## src/rtl/sprite_pkg.sv

```systemverilog
// Shared constants and helpers for the sprite blitter: lane geometry, sprite sizes,
// colours, item encoding and the press lane sequence.
package sprite_pkg;

    localparam int unsigned LANE_W    = 40;
    localparam int unsigned GARB_W    = 20;
    localparam int unsigned GARB_H    = 20;
    localparam int unsigned GARB_XOFF = 10;
    localparam int unsigned GARB_Y    = 100;
    localparam int unsigned PRESS_W   = 40;
    localparam int unsigned PRESS_H   = 60;
    localparam int unsigned PRESS_Y   = 0;

    localparam logic [2:0] GARB_COL  = 3'b010;
    localparam logic [2:0] PRESS_COL = 3'b111;
    localparam logic [2:0] ERASE_COL = 3'b000;

    localparam logic ITEM_GARB  = 1'b0;
    localparam logic ITEM_PRESS = 1'b1;

    localparam logic [2:0] GARB_POS_MAX  = 3'd3;
    localparam logic [2:0] PRESS_POS_MAX = 3'd5;

    // Press lane for position i lives in bits [2i+1:2i]: lanes 0,1,2,3,2,1.
    localparam logic [11:0] PRESS_LANE_SEQ = {2'd1, 2'd2, 2'd3, 2'd2, 2'd1, 2'd0};

    typedef enum logic [1:0] {StIdle, StDraw, StDone} blit_state_e;

    function automatic logic req_ok(input logic item, input logic [2:0] pos);
        return (item == ITEM_PRESS) ? (pos <= PRESS_POS_MAX) : (pos <= GARB_POS_MAX);
    endfunction

    function automatic logic [1:0] lane_of(input logic item, input logic [2:0] pos);
        logic [2:0] idx;
        idx = (pos > PRESS_POS_MAX) ? 3'd0 : pos;
        if (item == ITEM_PRESS) begin
            return PRESS_LANE_SEQ[{idx, 1'b0} +: 2];
        end
        return pos[1:0];
    endfunction

endpackage

```

## src/rtl/rect_scanner.sv

```systemverilog
// Raster counter over a width x height rectangle, column first. start presents
// pixel (0,0) in the same cycle so the caller can register it immediately.
module rect_scanner (
    input  logic       clock,
    input  logic       resetn,
    input  logic       start,
    input  logic [5:0] width,
    input  logic [5:0] height,
    output logic [5:0] col,
    output logic [5:0] row,
    output logic       active,
    output logic       last
);

    logic [5:0] col_q, col_d;
    logic [5:0] row_q, row_d;
    logic       active_q, active_d;

    assign active = start | active_q;
    assign col    = start ? 6'd0 : col_q;
    assign row    = start ? 6'd0 : row_q;
    assign last   = active && (col == width - 6'd1) && (row == height - 6'd1);

    always_comb begin
        col_d    = col_q;
        row_d    = row_q;
        active_d = active_q;
        if (active) begin
            if (last) begin
                col_d    = 6'd0;
                row_d    = 6'd0;
                active_d = 1'b0;
            end else if (col == width - 6'd1) begin
                col_d    = 6'd0;
                row_d    = row + 6'd1;
                active_d = 1'b1;
            end else begin
                col_d    = col + 6'd1;
                row_d    = row;
                active_d = 1'b1;
            end
        end
    end

    always_ff @(posedge clock or negedge resetn) begin
        if (!resetn) begin
            col_q    <= 6'd0;
            row_q    <= 6'd0;
            active_q <= 1'b0;
        end else begin
            col_q    <= col_d;
            row_q    <= row_d;
            active_q <= active_d;
        end
    end

endmodule

```

## src/rtl/sprite_blitter.sv

```systemverilog
// Streams one garbage or press rectangle per request to the VGA adapter, one pixel
// per clock, then pulses done; invalid requests pulse error without drawing.
module sprite_blitter
    import sprite_pkg::*;
(
    input  logic       clock,
    input  logic       resetn,
    input  logic       req_valid,
    output logic       req_ready,
    input  logic       req_item,
    input  logic       req_erase,
    input  logic [2:0] req_position,
    output logic [7:0] x,
    output logic [6:0] y,
    output logic [2:0] colour,
    output logic       plot,
    output logic       busy,
    output logic       done,
    output logic       error
);

    blit_state_e state_q, state_d;
    logic        item_q, erase_q;
    logic [2:0]  pos_q;
    logic        last_q;
    logic [7:0]  x_d;
    logic [6:0]  y_d;
    logic [2:0]  colour_d;
    logic        plot_d, done_d, error_d;

    logic        idle, start;
    logic        cur_item, cur_erase;
    logic [2:0]  cur_pos;
    logic [1:0]  lane;
    logic [5:0]  width, height, col, row;
    logic        scan_active, scan_last;
    logic [7:0]  x_org, pix_x;
    logic [6:0]  y_org, pix_y;
    logic [2:0]  pix_col;

    assign idle      = (state_q == StIdle);
    assign req_ready = idle;
    assign busy      = !idle;
    assign start     = idle && req_valid && req_ok(req_item, req_position);

    // The first pixel is registered on the accept edge, so geometry comes straight
    // from the request while idle and from the latched copy afterwards.
    assign cur_item  = idle ? req_item : item_q;
    assign cur_erase = idle ? req_erase : erase_q;
    assign cur_pos   = idle ? req_position : pos_q;

    assign lane    = lane_of(cur_item, cur_pos);
    assign width   = (cur_item == ITEM_PRESS) ? 6'(PRESS_W) : 6'(GARB_W);
    assign height  = (cur_item == ITEM_PRESS) ? 6'(PRESS_H) : 6'(GARB_H);
    assign x_org   = 8'(lane) * 8'(LANE_W) + ((cur_item == ITEM_PRESS) ? 8'd0 : 8'(GARB_XOFF));
    assign y_org   = (cur_item == ITEM_PRESS) ? 7'(PRESS_Y) : 7'(GARB_Y);
    assign pix_x   = x_org + 8'(col);
    assign pix_y   = y_org + 7'(row);
    assign pix_col = cur_erase ? ERASE_COL : ((cur_item == ITEM_PRESS) ? PRESS_COL : GARB_COL);

    rect_scanner u_scanner (
        .clock  (clock),
        .resetn (resetn),
        .start  (start),
        .width  (width),
        .height (height),
        .col    (col),
        .row    (row),
        .active (scan_active),
        .last   (scan_last)
    );

    always_comb begin
        state_d  = state_q;
        x_d      = x;
        y_d      = y;
        colour_d = colour;
        plot_d   = 1'b0;
        done_d   = 1'b0;
        error_d  = 1'b0;
        unique case (state_q)
            StIdle: begin
                if (req_valid) begin
                    if (start) state_d = StDraw;
                    else       error_d = 1'b1;
                end
            end
            StDraw: begin
                // last_q: the final pixel is on the output registers this cycle.
                if (last_q) begin
                    state_d = StDone;
                    done_d  = 1'b1;
                end
            end
            StDone:  state_d = StIdle;
            default: state_d = StIdle;
        endcase
        if (scan_active) begin
            plot_d   = 1'b1;
            x_d      = pix_x;
            y_d      = pix_y;
            colour_d = pix_col;
        end
    end

    always_ff @(posedge clock or negedge resetn) begin
        if (!resetn) begin
            state_q <= StIdle;
            item_q  <= ITEM_GARB;
            erase_q <= 1'b0;
            pos_q   <= 3'd0;
            last_q  <= 1'b0;
            x       <= 8'd0;
            y       <= 7'd0;
            colour  <= 3'd0;
            plot    <= 1'b0;
            done    <= 1'b0;
            error   <= 1'b0;
        end else begin
            state_q <= state_d;
            last_q  <= scan_last;
            x       <= x_d;
            y       <= y_d;
            colour  <= colour_d;
            plot    <= plot_d;
            done    <= done_d;
            error   <= error_d;
            if (start) begin
                item_q  <= req_item;
                erase_q <= req_erase;
                pos_q   <= req_position;
            end
        end
    end

endmodule

```

## config.mk

```make
export PLATFORM = sky130hd
export DESIGN_NAME = sprite_blitter
export DESIGN_NICKNAME = d
export VERILOG_FILES = /design/src/rtl/sprite_pkg.sv /design/src/rtl/rect_scanner.sv /design/src/rtl/sprite_blitter.sv
export SDC_FILE = /design/constraint.sdc
export NUM_CORES = 1
export LEC_CHECK = 0
export ABC_AREA = 1
export BUFFER_PORTS_ARGS = -buffer_cell sky130_fd_sc_hd__buf_2
export CAP_MARGIN = 20
export CORE_UTILIZATION = 45
export DETAILED_ROUTE_END_ITERATION = 12
export GPL_TIMING_DRIVEN = 0
export PLACE_DENSITY_LB_ADDON = 0.12
export SYNTH_ARGS = -nofsm -noshare
export SYNTH_HDL_FRONTEND = slang
export SYNTH_SLANG_ARGS = --single-unit
```

## constraint.sdc

```tcl
create_clock -name clock -period 4.5 [get_ports clock]
set_input_delay 0.9 -clock clock [delete_from_list [all_inputs] [get_ports clock]]
set_output_delay 0.9 -clock clock [all_outputs]
set_load 0.02 [all_outputs]
```

==> results.py <==
metrics = {
    "synthesis": {
        "synth-seq-cells": 41,
        "netlist.area_leader.share_pct": 42.0,
        "avgSynthCellArea_sq_um": 8.49,
        "seq_area_frac_synth_pct": 42.0,
        "postSynthCellCount": 288,
        "yosys-top-cells-area": "dfrtp_1 (42%), nand2_1 (15%), ha_1 (7.2%)",
        "synth_nets": 311,
        "synth_area_sq_um": 2440,
        "synth_cell_type_count": 36,
        "synth_top_cell_by_area": "dfrtp_1",
        "yosys_warnings": 0,
    },
    "critical_path": {
        "worstPathArrival_ns": 3.34,
        "worstSetupEndpointType": "register",
        "worstPathMaxFanout": 10,
        "critPathLaunchType": "primary input",
        "worstSetupPathType": "primary input to register",
        "r2r_setup_slack_ns": 1.45,
        "reg2reg_depth": 14,
        "worstPathRequired_ns": 4.67,
    },
    "sta": {
        "finalCriticalPeriod_ns": 3.17,
        "fmax_mhz": 316,
        "finClkSkew_ns": 0.00690,
        "period_share_pct": 70.4,
        "slew_headroom_pct": 38.5,
        "tightest_slew_ns": 0.923,
        "tns_ns": 0,
        "finalSetupViolations": 0,
        "finalMaxSlewViolations": 0,
        "grt_setup_unrepaired": "false",
        "final-hold-violation-count": 0,
    },
    "power_and_ir_drop": {
        "ir_worst_vdd_mv": 0.245,
        "p_leak_nw": 1.52,
        "p_per_area_nw_per_um2": 455,
        "p_total_w": 0.00127,
    },
    "floorplanning": {
        "start_util_pct": 47.3,
        "io_pins": 31,
        "rows": 26,
        "core_sq_um": 5170,
        "die_y_microns": 75.7,
        "floorplan.die_area_sq_um": 5730,
        "die_w_microns": 75.7,
    },
    "drt": {
        "vias": 1885,
        "wirelength_microns": 4830,
        "drc": 0,
        "via_per_inst": 4.77,
        "first_pass_iters": 4,
        "wl_per_cell_microns": 12.2,
        "drt.antenna.violating_nets": 0,
        "drtIter0Drc": 144,
    },
    "global_route": {
        "grt_pass1_vias": 1703,
        "overflow": 0,
        "grt.total_usage_pct": 19.6,
        "grt_max_degree": 42,
        "antenna_found_initial": 0,
        "grt_pass1_wl_microns": 8150,
    },
    "cells_and_area": {
        "final_util_pct": 53.9,
        "layout.nets": 348,
        "diodes": 0,
        "layout-drive-gt1-share_pct": 23.1,
        "syn2layout_area_growth_pct": 14.0,
        "final_area_sq_um": 2790,
    },
    "min_path": {
        "hp-class": "register to register",
        "holdPathStages": 1,
    },
    "cts": {
        "cts_tree": "built",
        "cts_buffers": 5,
        "cts_resized": 0,
        "hold_buffers": 0,
        "worstSkewPairLatency_ns": 0.29,
        "clock_sinks": 41,
        "clock-root-buffer": "clkbuf_8",
        "htreeDepth": 2,
        "post-cts-setup-buffer-count": 0,
        "clkTransAtPathRegs_ns": 0.07,
        "cts.path.max_buffers": 2,
    },
    "placed_design": {
        "dpl_cell_area_sq_um": 2680,
        "hpwl_microns": 3660,
        "io_buffers": 30,
        "place_congestion": 0.903,
    },
    "outcome": {
        "status": "complete, no violations",
    },
    "run": {
        "drv_cap": 0,
    },
}
through the flow:
stage,setup slack [ns],std cells,hold slack [ns]
after floorplan,1.46,288,0.430
after global placement,1.04,388,0.445
after detailed placement,1.03,388,0.453
after CTS,1.34,395,0.465
after global routing,1.13,395,0.476
final,1.33,395,0.466
power by group:
part | leakage [nW] | switching, W | internal (W)
Sequential | 0.521 | 0.0000440 | 0.000448
Clock | 0.0540 | 0.000127 | 0.000161
Combinational | 0.940 | 0.000306 | 0.000180
Total | 1.52 | 0.000477 | 0.000790
flip-flops by register name (all words and copies together) (netlist names):
name and count:
error 1, erase_q 1, done 1, state_q 2, u_scanner.active_q 1, x 8
item_q 1, u_scanner.col_q 6, y 7, u_scanner.row_q 6, pos_q 3, colour 2
plot 1, last_q 1
cell type report:
type / count / area [sq um]
buffer: 6 / 42.5
multi-input combinational: 207 / 1240
inverter: 34 / 140
fill: 488 / 2390
tap: 70 / 87.6
clock inverter: 2 / 35.0
timing repair buffer: 30 / 150
sequential: 41 / 1030
clock buffer: 5 / 68.8
worst max-delay path, cell delays in order:
cell	delay (ns)
buf_2	0.09
inv_1	0.05
nand2_2	0.08
nand2_2	0.18
inv_1	0.20
o211ai_1	0.14
or2_2	0.29
a21oi_1	0.20
ha_1	0.27
ha_1	0.34
a31o_2	0.22
and2_1	0.14
o21ai_0	0.16
a21oi_1	0.08
synth_stat cells (all sizes together):
master,n
a21oi,7
a31o,1
a31oi,1
and2,1
and3,2
buf,6
clkinv,1
dfrtp,41
fa,1
ha,14
inv,33
nand2,108
nand3,12
nand4,2
nor2,21
nor3,1
o211ai,2
o21ai,20
o22ai,3
o31ai,2
or2,1
xnor2,3
xor2,5
placed cells by master, fill, tap and decap left out, types with 5 or more instances in the layout:
cell      Yosys  final
nand2_1      96     96
ha_1         14     14
o21ai_0      19     19
nor2_1       15     15
inv_2         5      5
buf_2         1     31
nand2_4       5      5
clkbuf_8      0      5
nand2_2       5      5
buf_4         5      5
xor2_1        5      5
inv_1        27     27
nand3_1      10     10
dfrtp_1      41     41
kinds of logic after synthesis:
| kind of cell | after synthesis | share of synthesized area, % |
|---|---|---|
| adders and majority gates | 15 | 7.98 |
| and+or+nand+nor | 148 | 30.5 |
| xor gates and xnor gates | 8 | 2.87 |
| AOI/OAI and AO/OA | 36 | 9.21 |
| buffers and inverters | 40 | 7.47 |
| DFF | 41 | 42.0 |
final timing paths:
| kind | startpoint | to |
|---|---|---|
| hold reg to reg | last_q$_DFF_PN0_ | state_q[0]$_DFFE_PN0P_ |
| max in group asynchronous | resetn | y[3]$_DFFE_PN0P_ |
| hold / removal | last_q$_DFF_PN0_ | state_q[0]$_DFFE_PN0P_ |
| setup reg to reg | state_q[1]$_DFFE_PN0P_ | x[7]$_DFFE_PN0P_ |
| min in group asynchronous | resetn | x[0]$_DFFE_PN0P_ |
| setup / recovery | req_item | x[7]$_DFFE_PN0P_ |
layer usage:
layer	wire length (microns)	vias up	part of all wire, %	global-route usage (%)
li1	-	992	-	-
met1	2520	838	52	27.6
met2	1960	44	41	28.7
met3	243	11	5.0	4.89
met4	105	0	2.2	8.23
met5	0	-	0	0
No activity file was read; power rests on OpenSTA's default activity.
